<file path="src/rtl/ptw_multilevel_pkg.sv">
// Shared types and PTE field positions for the multi-level page-table walker.
package ptw_pkg;

  typedef enum logic [1:0] {
    IDLE     = 2'd0,
    MEM_REQ  = 2'd1,
    MEM_WAIT = 2'd2,
    RESP     = 2'd3
  } ptw_state_e;

  localparam int PTE_V       = 0;
  localparam int PTE_R       = 1;
  localparam int PTE_W       = 2;
  localparam int PTE_X       = 3;
  localparam int PTE_PPN_LSB = 10;

  // VPN slice for a given level; caller narrows the result to its VPN width.
  function automatic logic [63:0] ptw_vpn(input logic [127:0] va, input int lvl,
                                          input int vpn_w, input int off);
    logic [63:0] mask;
    mask = (64'd1 << vpn_w) - 64'd1;
    return 64'(va >> (off + lvl * vpn_w)) & mask;
  endfunction

endpackage

</file>
<file path="src/rtl/ptw_multilevel_if.sv">
// Request/response and memory-port bundle of the walker; suffixes are walker-relative.
interface ptw_multilevel_if #(
  parameter int VA_WIDTH   = 32,
  parameter int PTE_WIDTH  = 32,
  parameter int PPN_WIDTH  = 22,
  parameter int ADDR_WIDTH = 32,
  parameter int LVL_W      = 2
) ();
  logic [PPN_WIDTH-1:0]  satp_ppn_i;
  logic                  flush_i;
  logic                  ptw_req_valid_i;
  logic                  ptw_req_ready_o;
  logic [VA_WIDTH-1:0]   ptw_vaddr_i;
  logic                  ptw_resp_valid_o;
  logic                  ptw_resp_ready_i;
  logic [PTE_WIDTH-1:0]  ptw_pte_o;
  logic [LVL_W-1:0]      ptw_level_o;
  logic                  ptw_fault_o;
  logic                  mem_req_valid_o;
  logic                  mem_req_ready_i;
  logic [ADDR_WIDTH-1:0] mem_addr_o;
  logic                  mem_resp_valid_i;
  logic                  mem_resp_ready_o;
  logic [PTE_WIDTH-1:0]  mem_data_i;

  modport slave (
    input  satp_ppn_i, flush_i, ptw_req_valid_i, ptw_vaddr_i, ptw_resp_ready_i,
           mem_req_ready_i, mem_resp_valid_i, mem_data_i,
    output ptw_req_ready_o, ptw_resp_valid_o, ptw_pte_o, ptw_level_o, ptw_fault_o,
           mem_req_valid_o, mem_addr_o, mem_resp_ready_o
  );

  modport master (
    output satp_ppn_i, flush_i, ptw_req_valid_i, ptw_vaddr_i, ptw_resp_ready_i,
           mem_req_ready_i, mem_resp_valid_i, mem_data_i,
    input  ptw_req_ready_o, ptw_resp_valid_o, ptw_pte_o, ptw_level_o, ptw_fault_o,
           mem_req_valid_o, mem_addr_o, mem_resp_ready_o
  );
endinterface

</file>
<file path="src/rtl/ptw_multilevel_pte_check.sv">
// Combinational PTE decode: leaf detection, fault classification, next-level PPN.
module ptw_pte_check
  import ptw_pkg::*;
#(
  parameter int PTE_WIDTH = 32,
  parameter int PPN_WIDTH = 22,
  parameter int VPN_WIDTH = 10,
  parameter int LVL_W     = 2
) (
  input  logic [PTE_WIDTH-1:0] pte_i,
  input  logic [LVL_W-1:0]     level_i,
  output logic                 is_leaf_o,
  output logic                 fault_o,
  output logic [PPN_WIDTH-1:0] next_ppn_o
);
  logic misaligned;
  logic unused_pte;

  assign next_ppn_o = pte_i[PTE_PPN_LSB +: PPN_WIDTH];
  assign is_leaf_o  = pte_i[PTE_R] | pte_i[PTE_X];
  assign unused_pte = ^pte_i;

  // A superpage leaf must have its PPN bits below the covered VPN range clear.
  always_comb begin
    misaligned = 1'b0;
    for (int i = 0; i < PPN_WIDTH; i++)
      if (next_ppn_o[i] && (i < int'(level_i) * VPN_WIDTH)) misaligned = 1'b1;
  end

  always_comb begin
    fault_o = 1'b0;
    if (!pte_i[PTE_V] || (!pte_i[PTE_R] && pte_i[PTE_W])) fault_o = 1'b1;
    else if (is_leaf_o)                                   fault_o = misaligned;
    else                                                  fault_o = (level_i == '0);
  end
endmodule

</file>
<file path="src/rtl/ptw_multilevel.sv">
// Parametrised page-table walker: one walk in flight, superpage leaves, flush abort.
module ptw_multilevel
  import ptw_pkg::*;
#(
  parameter int LEVELS      = 2,
  parameter int VPN_WIDTH   = 10,
  parameter int PAGE_OFFSET = 12,
  parameter int VA_WIDTH    = 32,
  parameter int PTE_WIDTH   = 32,
  parameter int PPN_WIDTH   = 22,
  parameter int ADDR_WIDTH  = 32
) (
  input  logic            clk,
  input  logic            rst,
  ptw_multilevel_if.slave bus
);
  localparam int LVL_W = $clog2(LEVELS) + 1;
  localparam int ZB    = $clog2(PTE_WIDTH / 8);
  localparam logic [LVL_W-1:0] TOP_LVL = LVL_W'(LEVELS - 1);

  ptw_state_e            state_q, state_d;
  logic [VA_WIDTH-1:0]   vaddr_q, vaddr_d;
  logic [LVL_W-1:0]      level_q, level_d;
  logic [ADDR_WIDTH-1:0] addr_q, addr_d;
  logic                  mreq_q, mreq_d;
  logic                  mrdy_q, mrdy_d;
  logic                  rvld_q, rvld_d;
  logic [PTE_WIDTH-1:0]  rpte_q, rpte_d;
  logic [LVL_W-1:0]      rlvl_q, rlvl_d;
  logic                  rflt_q, rflt_d;
  logic                  req_rdy_q, req_rdy_d;
  logic                  abort_q, abort_d;

  logic                  chk_leaf, chk_fault;
  logic [PPN_WIDTH-1:0]  chk_ppn;

  function automatic logic [ADDR_WIDTH-1:0] pte_addr(input logic [PPN_WIDTH-1:0] ppn,
                                                     input logic [VA_WIDTH-1:0]  va,
                                                     input logic [LVL_W-1:0]     lvl);
    logic [VPN_WIDTH-1:0] idx;
    idx = VPN_WIDTH'(ptw_vpn(128'(va), int'(lvl), VPN_WIDTH, PAGE_OFFSET));
    return ADDR_WIDTH'({ppn, idx, {ZB{1'b0}}});
  endfunction

  ptw_pte_check #(
    .PTE_WIDTH(PTE_WIDTH), .PPN_WIDTH(PPN_WIDTH), .VPN_WIDTH(VPN_WIDTH), .LVL_W(LVL_W)
  ) u_chk (
    .pte_i     (bus.mem_data_i),
    .level_i   (level_q),
    .is_leaf_o (chk_leaf),
    .fault_o   (chk_fault),
    .next_ppn_o(chk_ppn)
  );

  always_comb begin
    state_d   = state_q;
    vaddr_d   = vaddr_q;
    level_d   = level_q;
    addr_d    = addr_q;
    mreq_d    = mreq_q;
    mrdy_d    = mrdy_q;
    rvld_d    = rvld_q;
    rpte_d    = rpte_q;
    rlvl_d    = rlvl_q;
    rflt_d    = rflt_q;
    req_rdy_d = req_rdy_q;
    abort_d   = abort_q;
    unique case (state_q)
      IDLE: begin
        // A flush in the accept cycle swallows the request.
        if (bus.ptw_req_valid_i && req_rdy_q && !bus.flush_i) begin
          vaddr_d   = bus.ptw_vaddr_i;
          level_d   = TOP_LVL;
          addr_d    = pte_addr(bus.satp_ppn_i, bus.ptw_vaddr_i, TOP_LVL);
          mreq_d    = 1'b1;
          req_rdy_d = 1'b0;
          abort_d   = 1'b0;
          state_d   = MEM_REQ;
        end
      end
      MEM_REQ: begin
        if (bus.flush_i) abort_d = 1'b1;
        if (bus.mem_req_ready_i) begin
          mreq_d  = 1'b0;
          mrdy_d  = 1'b1;
          state_d = MEM_WAIT;
        end
      end
      MEM_WAIT: begin
        if (bus.flush_i) abort_d = 1'b1;
        if (bus.mem_resp_valid_i) begin
          mrdy_d = 1'b0;
          if (abort_q || bus.flush_i) begin
            abort_d   = 1'b0;
            req_rdy_d = 1'b1;
            state_d   = IDLE;
          end else if (chk_fault || chk_leaf) begin
            rvld_d  = 1'b1;
            rpte_d  = chk_fault ? '0 : bus.mem_data_i;
            rlvl_d  = level_q;
            rflt_d  = chk_fault;
            state_d = RESP;
          end else begin
            level_d = level_q - 1'b1;
            addr_d  = pte_addr(chk_ppn, vaddr_q, level_q - 1'b1);
            mreq_d  = 1'b1;
            state_d = MEM_REQ;
          end
        end
      end
      RESP: begin
        if (bus.flush_i || bus.ptw_resp_ready_i) begin
          rvld_d    = 1'b0;
          req_rdy_d = 1'b1;
          state_d   = IDLE;
        end
      end
      default: state_d = IDLE;
    endcase
  end

  always_ff @(posedge clk) begin
    if (rst) begin
      state_q   <= IDLE;
      vaddr_q   <= '0;
      level_q   <= '0;
      addr_q    <= '0;
      mreq_q    <= 1'b0;
      mrdy_q    <= 1'b0;
      rvld_q    <= 1'b0;
      rpte_q    <= '0;
      rlvl_q    <= '0;
      rflt_q    <= 1'b0;
      req_rdy_q <= 1'b1;
      abort_q   <= 1'b0;
    end else begin
      state_q   <= state_d;
      vaddr_q   <= vaddr_d;
      level_q   <= level_d;
      addr_q    <= addr_d;
      mreq_q    <= mreq_d;
      mrdy_q    <= mrdy_d;
      rvld_q    <= rvld_d;
      rpte_q    <= rpte_d;
      rlvl_q    <= rlvl_d;
      rflt_q    <= rflt_d;
      req_rdy_q <= req_rdy_d;
      abort_q   <= abort_d;
    end
  end

  assign bus.ptw_req_ready_o  = req_rdy_q;
  assign bus.ptw_resp_valid_o = rvld_q;
  assign bus.ptw_pte_o        = rpte_q;
  assign bus.ptw_level_o      = rlvl_q;
  assign bus.ptw_fault_o      = rflt_q;
  assign bus.mem_req_valid_o  = mreq_q;
  assign bus.mem_addr_o       = addr_q;
  assign bus.mem_resp_ready_o = mrdy_q;
endmodule
</file>
<file path="src/flat_wrapper.sv">
// flat-port wrapper written by rule: the top's interface ports become plain ports
module ptw_multilevel_flat import ptw_pkg::*;
#(
  parameter int LEVELS      = 2,
  parameter int VPN_WIDTH   = 10,
  parameter int PAGE_OFFSET = 12,
  parameter int VA_WIDTH    = 32,
  parameter int PTE_WIDTH   = 32,
  parameter int PPN_WIDTH   = 22,
  parameter int ADDR_WIDTH  = 32
)
  (clk, rst, bus_satp_ppn_i, bus_flush_i, bus_ptw_req_valid_i, bus_ptw_vaddr_i, bus_ptw_resp_ready_i, bus_mem_req_ready_i, bus_mem_resp_valid_i, bus_mem_data_i, bus_ptw_req_ready_o, bus_ptw_resp_valid_o, bus_ptw_pte_o, bus_ptw_level_o, bus_ptw_fault_o, bus_mem_req_valid_o, bus_mem_addr_o, bus_mem_resp_ready_o);
  ptw_multilevel_if #(.VA_WIDTH(VA_WIDTH), .PTE_WIDTH(PTE_WIDTH), .PPN_WIDTH(PPN_WIDTH), .ADDR_WIDTH(ADDR_WIDTH)) bus_i ();
  input  logic clk;
  input  logic rst;
  input wire logic [$bits(bus_i.satp_ppn_i)-1:0] bus_satp_ppn_i;
  input wire logic [$bits(bus_i.flush_i)-1:0] bus_flush_i;
  input wire logic [$bits(bus_i.ptw_req_valid_i)-1:0] bus_ptw_req_valid_i;
  input wire logic [$bits(bus_i.ptw_vaddr_i)-1:0] bus_ptw_vaddr_i;
  input wire logic [$bits(bus_i.ptw_resp_ready_i)-1:0] bus_ptw_resp_ready_i;
  input wire logic [$bits(bus_i.mem_req_ready_i)-1:0] bus_mem_req_ready_i;
  input wire logic [$bits(bus_i.mem_resp_valid_i)-1:0] bus_mem_resp_valid_i;
  input wire logic [$bits(bus_i.mem_data_i)-1:0] bus_mem_data_i;
  output wire logic [$bits(bus_i.ptw_req_ready_o)-1:0] bus_ptw_req_ready_o;
  output wire logic [$bits(bus_i.ptw_resp_valid_o)-1:0] bus_ptw_resp_valid_o;
  output wire logic [$bits(bus_i.ptw_pte_o)-1:0] bus_ptw_pte_o;
  output wire logic [$bits(bus_i.ptw_level_o)-1:0] bus_ptw_level_o;
  output wire logic [$bits(bus_i.ptw_fault_o)-1:0] bus_ptw_fault_o;
  output wire logic [$bits(bus_i.mem_req_valid_o)-1:0] bus_mem_req_valid_o;
  output wire logic [$bits(bus_i.mem_addr_o)-1:0] bus_mem_addr_o;
  output wire logic [$bits(bus_i.mem_resp_ready_o)-1:0] bus_mem_resp_ready_o;
  assign bus_i.satp_ppn_i = bus_satp_ppn_i;
  assign bus_i.flush_i = bus_flush_i;
  assign bus_i.ptw_req_valid_i = bus_ptw_req_valid_i;
  assign bus_i.ptw_vaddr_i = bus_ptw_vaddr_i;
  assign bus_i.ptw_resp_ready_i = bus_ptw_resp_ready_i;
  assign bus_i.mem_req_ready_i = bus_mem_req_ready_i;
  assign bus_i.mem_resp_valid_i = bus_mem_resp_valid_i;
  assign bus_i.mem_data_i = bus_mem_data_i;
  assign bus_ptw_req_ready_o = bus_i.ptw_req_ready_o;
  assign bus_ptw_resp_valid_o = bus_i.ptw_resp_valid_o;
  assign bus_ptw_pte_o = bus_i.ptw_pte_o;
  assign bus_ptw_level_o = bus_i.ptw_level_o;
  assign bus_ptw_fault_o = bus_i.ptw_fault_o;
  assign bus_mem_req_valid_o = bus_i.mem_req_valid_o;
  assign bus_mem_addr_o = bus_i.mem_addr_o;
  assign bus_mem_resp_ready_o = bus_i.mem_resp_ready_o;
  ptw_multilevel #(.LEVELS(LEVELS), .VPN_WIDTH(VPN_WIDTH), .PAGE_OFFSET(PAGE_OFFSET), .VA_WIDTH(VA_WIDTH), .PTE_WIDTH(PTE_WIDTH), .PPN_WIDTH(PPN_WIDTH), .ADDR_WIDTH(ADDR_WIDTH)) u_core (.clk(clk), .rst(rst), .bus(bus_i));
endmodule
</file>
<file path="config.mk">
export PLATFORM = sky130hd
export DESIGN_NAME = ptw_multilevel_flat
export DESIGN_NICKNAME = d
export VERILOG_FILES = /design/src/rtl/ptw_multilevel_pkg.sv /design/src/rtl/ptw_multilevel_if.sv /design/src/rtl/ptw_multilevel_pte_check.sv /design/src/rtl/ptw_multilevel.sv /design/src/flat_wrapper.sv
export SDC_FILE = /design/constraint.sdc
export NUM_CORES = 1
export LEC_CHECK = 0
export ABC_AREA = 1
export CAP_MARGIN = 20
export CORE_ASPECT_RATIO = 0.75
export CORE_MARGIN = 5
export CORE_UTILIZATION = 48
export DETAILED_ROUTE_END_ITERATION = 10
export PLACE_DENSITY = 0.86
export SLEW_MARGIN = 20
export SYNTH_ARGS = -nofsm -noshare
export SYNTH_HDL_FRONTEND = slang
export SYNTH_HIERARCHICAL = 1
export SYNTH_SLANG_ARGS = --single-unit
</file>
<file path="constraint.sdc">
create_clock -name clk -period 4.4 [get_ports clk]
set_input_delay 0.88 -clock clk [delete_from_list [all_inputs] [get_ports clk]]
set_output_delay 0.88 -clock clk [all_outputs]
set_load 0.02 [all_outputs]
</file>
==> run_results.csv <==
group,metric,value,unit
outcome,status,"finished clean",
sta,period_share,71.5,%
sta,rsz0062_at_grt,"false",
routing,wl_per_cell,14.2,um
sta,tns,0,ns
floorplanning,die_h,93.3,um
synthesis,netlist_instances,645,
critical_path,startpoint_type,"input pin",
critical_path,path_class,"in2reg",
routing,dr.pass1.iters,5,
clock_network,cts_tree,"yes",
power,p_per_area,562,nW/um2
floorplanning,rows,30,
sta,tightestPinTransition,0.800,ns
power,total_power,3.43,mW
sta,finClkSkew,0.0101,ns
routing,viasPerCell,4.95,
sta,max_freq,318,MHz
grt,grt.total_usage,21.8,%
sta,drv_slew,0,
clock_network,cts_buffer_depth,2,
routing,first_iter_violations,452,
routing,drcViolationCount,0,
clock_network,clock-sinks,94,
clock_network,ctsHtreeMaxLevel,3,
placed_design,hpwl,9080,um
sta,period_needed,3.14,ns
critical_path,critPathRequiredTime,4.62,ns
clock_network,cts_setup_buffers,0,
layout,multi_input_area,2070,um2
sta,fin_hold_ws,0.451,ns
sta,setup_violations,0,
critical_path,r2r_end,"u_core/bus.ptw_pte_o[16]",
floorplanning,dieArea,11300,um2
routing,ant_nets,0,
placed_design,gp_routability_congestion,0.893,
critical_path,r2r_cells,9,
clock_network,cts_root_buffer,"clkbuf_16",
grt,overflow,0,
routing,totalWireLength,12600,um
power,power_leakage,2.42,nW
clock_network,worstSkewPairLatency,0.34,ns
clock_network,path_clk_slew,0.07,ns
grt,antenna_found_initial,0,
min_path,hold_class,"reg2reg",
synthesis,synth_area,4440,um2
grt,grt_pass1_vias,4121,
floorplanning,die_w,121,um
layout,stdcell_area,6110,um2
grt,grt_max_degree,48,
critical_path,critical_path.endpoint_type,"register",
clock_network,cts_buffers,9,
critical_path,ff2ff_setup_slack,1.57,ns
routing,vias,4392,
layout,antennaDiodeCount,0,
min_path,hold_path_end,"u_core/vaddr_q[31]",
min_path,min_path_cells,2,
run,maxCapViolations,0,
floorplanning,floorplan.initialDensity,49.1,%
layout,area_delta_synth_final,37.7,%
layout,num-fill-cells,730,
critical_path,cp.arrival,3.37,ns
sta,hold_viol,0,
layout,regArea,1880,um2
floorplanning,core,9050,um2
critical_path,r2r-start,"u_core/state_q[0]",
layout,final_layout_size_suffix_gt1_share,3.95,%
critical_path,crit_fanout,22,
placed_design,placed_cell_area,5800,um2
placed_design,portBuffers,147,
synthesis,yosys_warnings,6,
grt,grt_pass1_wl,19900,um
min_path,hp-start,"u_core/vaddr_q[31]",
sta,relSlewSlack,46.5,%
layout,nNetsFinal,854,
power,vdd_drop_max,0.268,mV
clock_network,cts-hold-fix-buffers,0,
clock_network,post_cts_resized,0,
floorplanning,ioPinCount,164,
synthesis,syn_avg_cell_area,6.88,um2
## final cells by class
cell class | count | share of cell area (%)
Clock buffer | 10 | 3.91
Clock inverter | 6 | 1.23
Multi-Input combinational cell | 451 | 33.9
Timing Repair Buffer | 153 | 24.8
Inverter | 45 | 2.76
Tap cell | 128 | 2.62
Sequential cell | 94 | 30.8
## flip-flops by register name (all words and copies together), names as in the netlist
register,cells
u_core/bus.ptw_resp_valid_o,1
u_core/bus.mem_req_valid_o,1
u_core/vaddr_q,20
u_core/bus.ptw_req_ready_o,1
u_core/bus.mem_resp_ready_o,1
u_core/bus.mem_addr_o,30
u_core/state_q,2
u_core/bus.ptw_level_o,2
u_core/abort_q,1
u_core/level_q,2
u_core/bus.ptw_fault_o,1
u_core/bus.ptw_pte_o,32
## per-stage QoR
stage               util (%)  setup WS, ns  instances
finish                  67.6          1.26        887
global placement        64.1         0.907        871
global route            67.6         0.951        887
CTS                     67.6          1.27        887
floorplan                  -          1.95        646
detailed placement      64.1         0.937        871
## how the worst max path moves through the flow
stage	startpoint	to	slack (ns)	cells past startpoint
6_report	bus_mem_data_i[20]	u_core/bus.mem_addr_o[7]	1.26	14
5_1_grt	bus_mem_data_i[20]	u_core/bus.mem_addr_o[7]	0.95	14
2_1_floorplan	bus_mem_data_i[20]	u_core/bus.mem_addr_o[22]	1.95	16
3_5_place_dp	bus_mem_data_i[20]	u_core/bus.mem_addr_o[7]	0.94	14
4_1_cts	bus_mem_data_i[20]	u_core/bus.mem_addr_o[7]	1.27	14
3_3_place_gp	bus_mem_data_i[20]	u_core/bus.mem_addr_o[5]	0.91	14
## power breakdown
part,switching (mW),internal [mW]
Combinational,0.836,0.588
Clock,0.343,0.466
Sequential,0.140,1.06
Total,1.32,2.11
## cells in the final DEF, fill, tap and decap left out
master / instances
conb_1: 2
clkinvlp_4: 1
ha_1: 6
dfxtp_1: 94
nor2_1: 100
clkdlybuf4s50_1: 147
or2_1: 1
ha_2: 1
o21a_1: 1
nor2_2: 2
nand4_1: 2
nor3_1: 2
nand2_1: 194
nand3_2: 1
a21oi_1: 61
inv_1: 44
or2_0: 1
bufinv_16: 1
xor2_1: 1
or2_2: 2
nor2_4: 1
clkbuf_16: 9
mux2i_1: 20
nand3_1: 15
clkbuf_8: 1
buf_4: 6
o21ai_0: 38
inv_6: 3
inv_2: 1
inv_8: 1
## critical path: stages
cell and delay [ns]:
clkdlybuf4s50_1 0.44, or2_0 0.23, nor2_1 0.17, nand2_1 0.07
nand2_1 0.05, nand2_1 0.06, nand2_1 0.06, nand2_1 0.09
nor2_1 0.25, nand2_1 0.14, a21oi_1 0.17, nand2_1 0.42
nor2_1 0.26, nor2_1 0.07
## per-layer routing
| layer | vias to the layer above | part of all wire, % | routed length (um) | GRT usage [%] |
|---|---|---|---|---|
| met2 | 154 | 49 | 6170 | 37.1 |
| met3 | 19 | 6.9 | 870 | 5.02 |
| met5 | - | 0 | 0 | 0 |
| met4 | 0 | 1.6 | 204 | 6.70 |
| li1 | 2209 | - | - | - |
| met1 | 2010 | 42 | 5330 | 27.6 |
No activity file was read; power rests on OpenSTA's default activity.
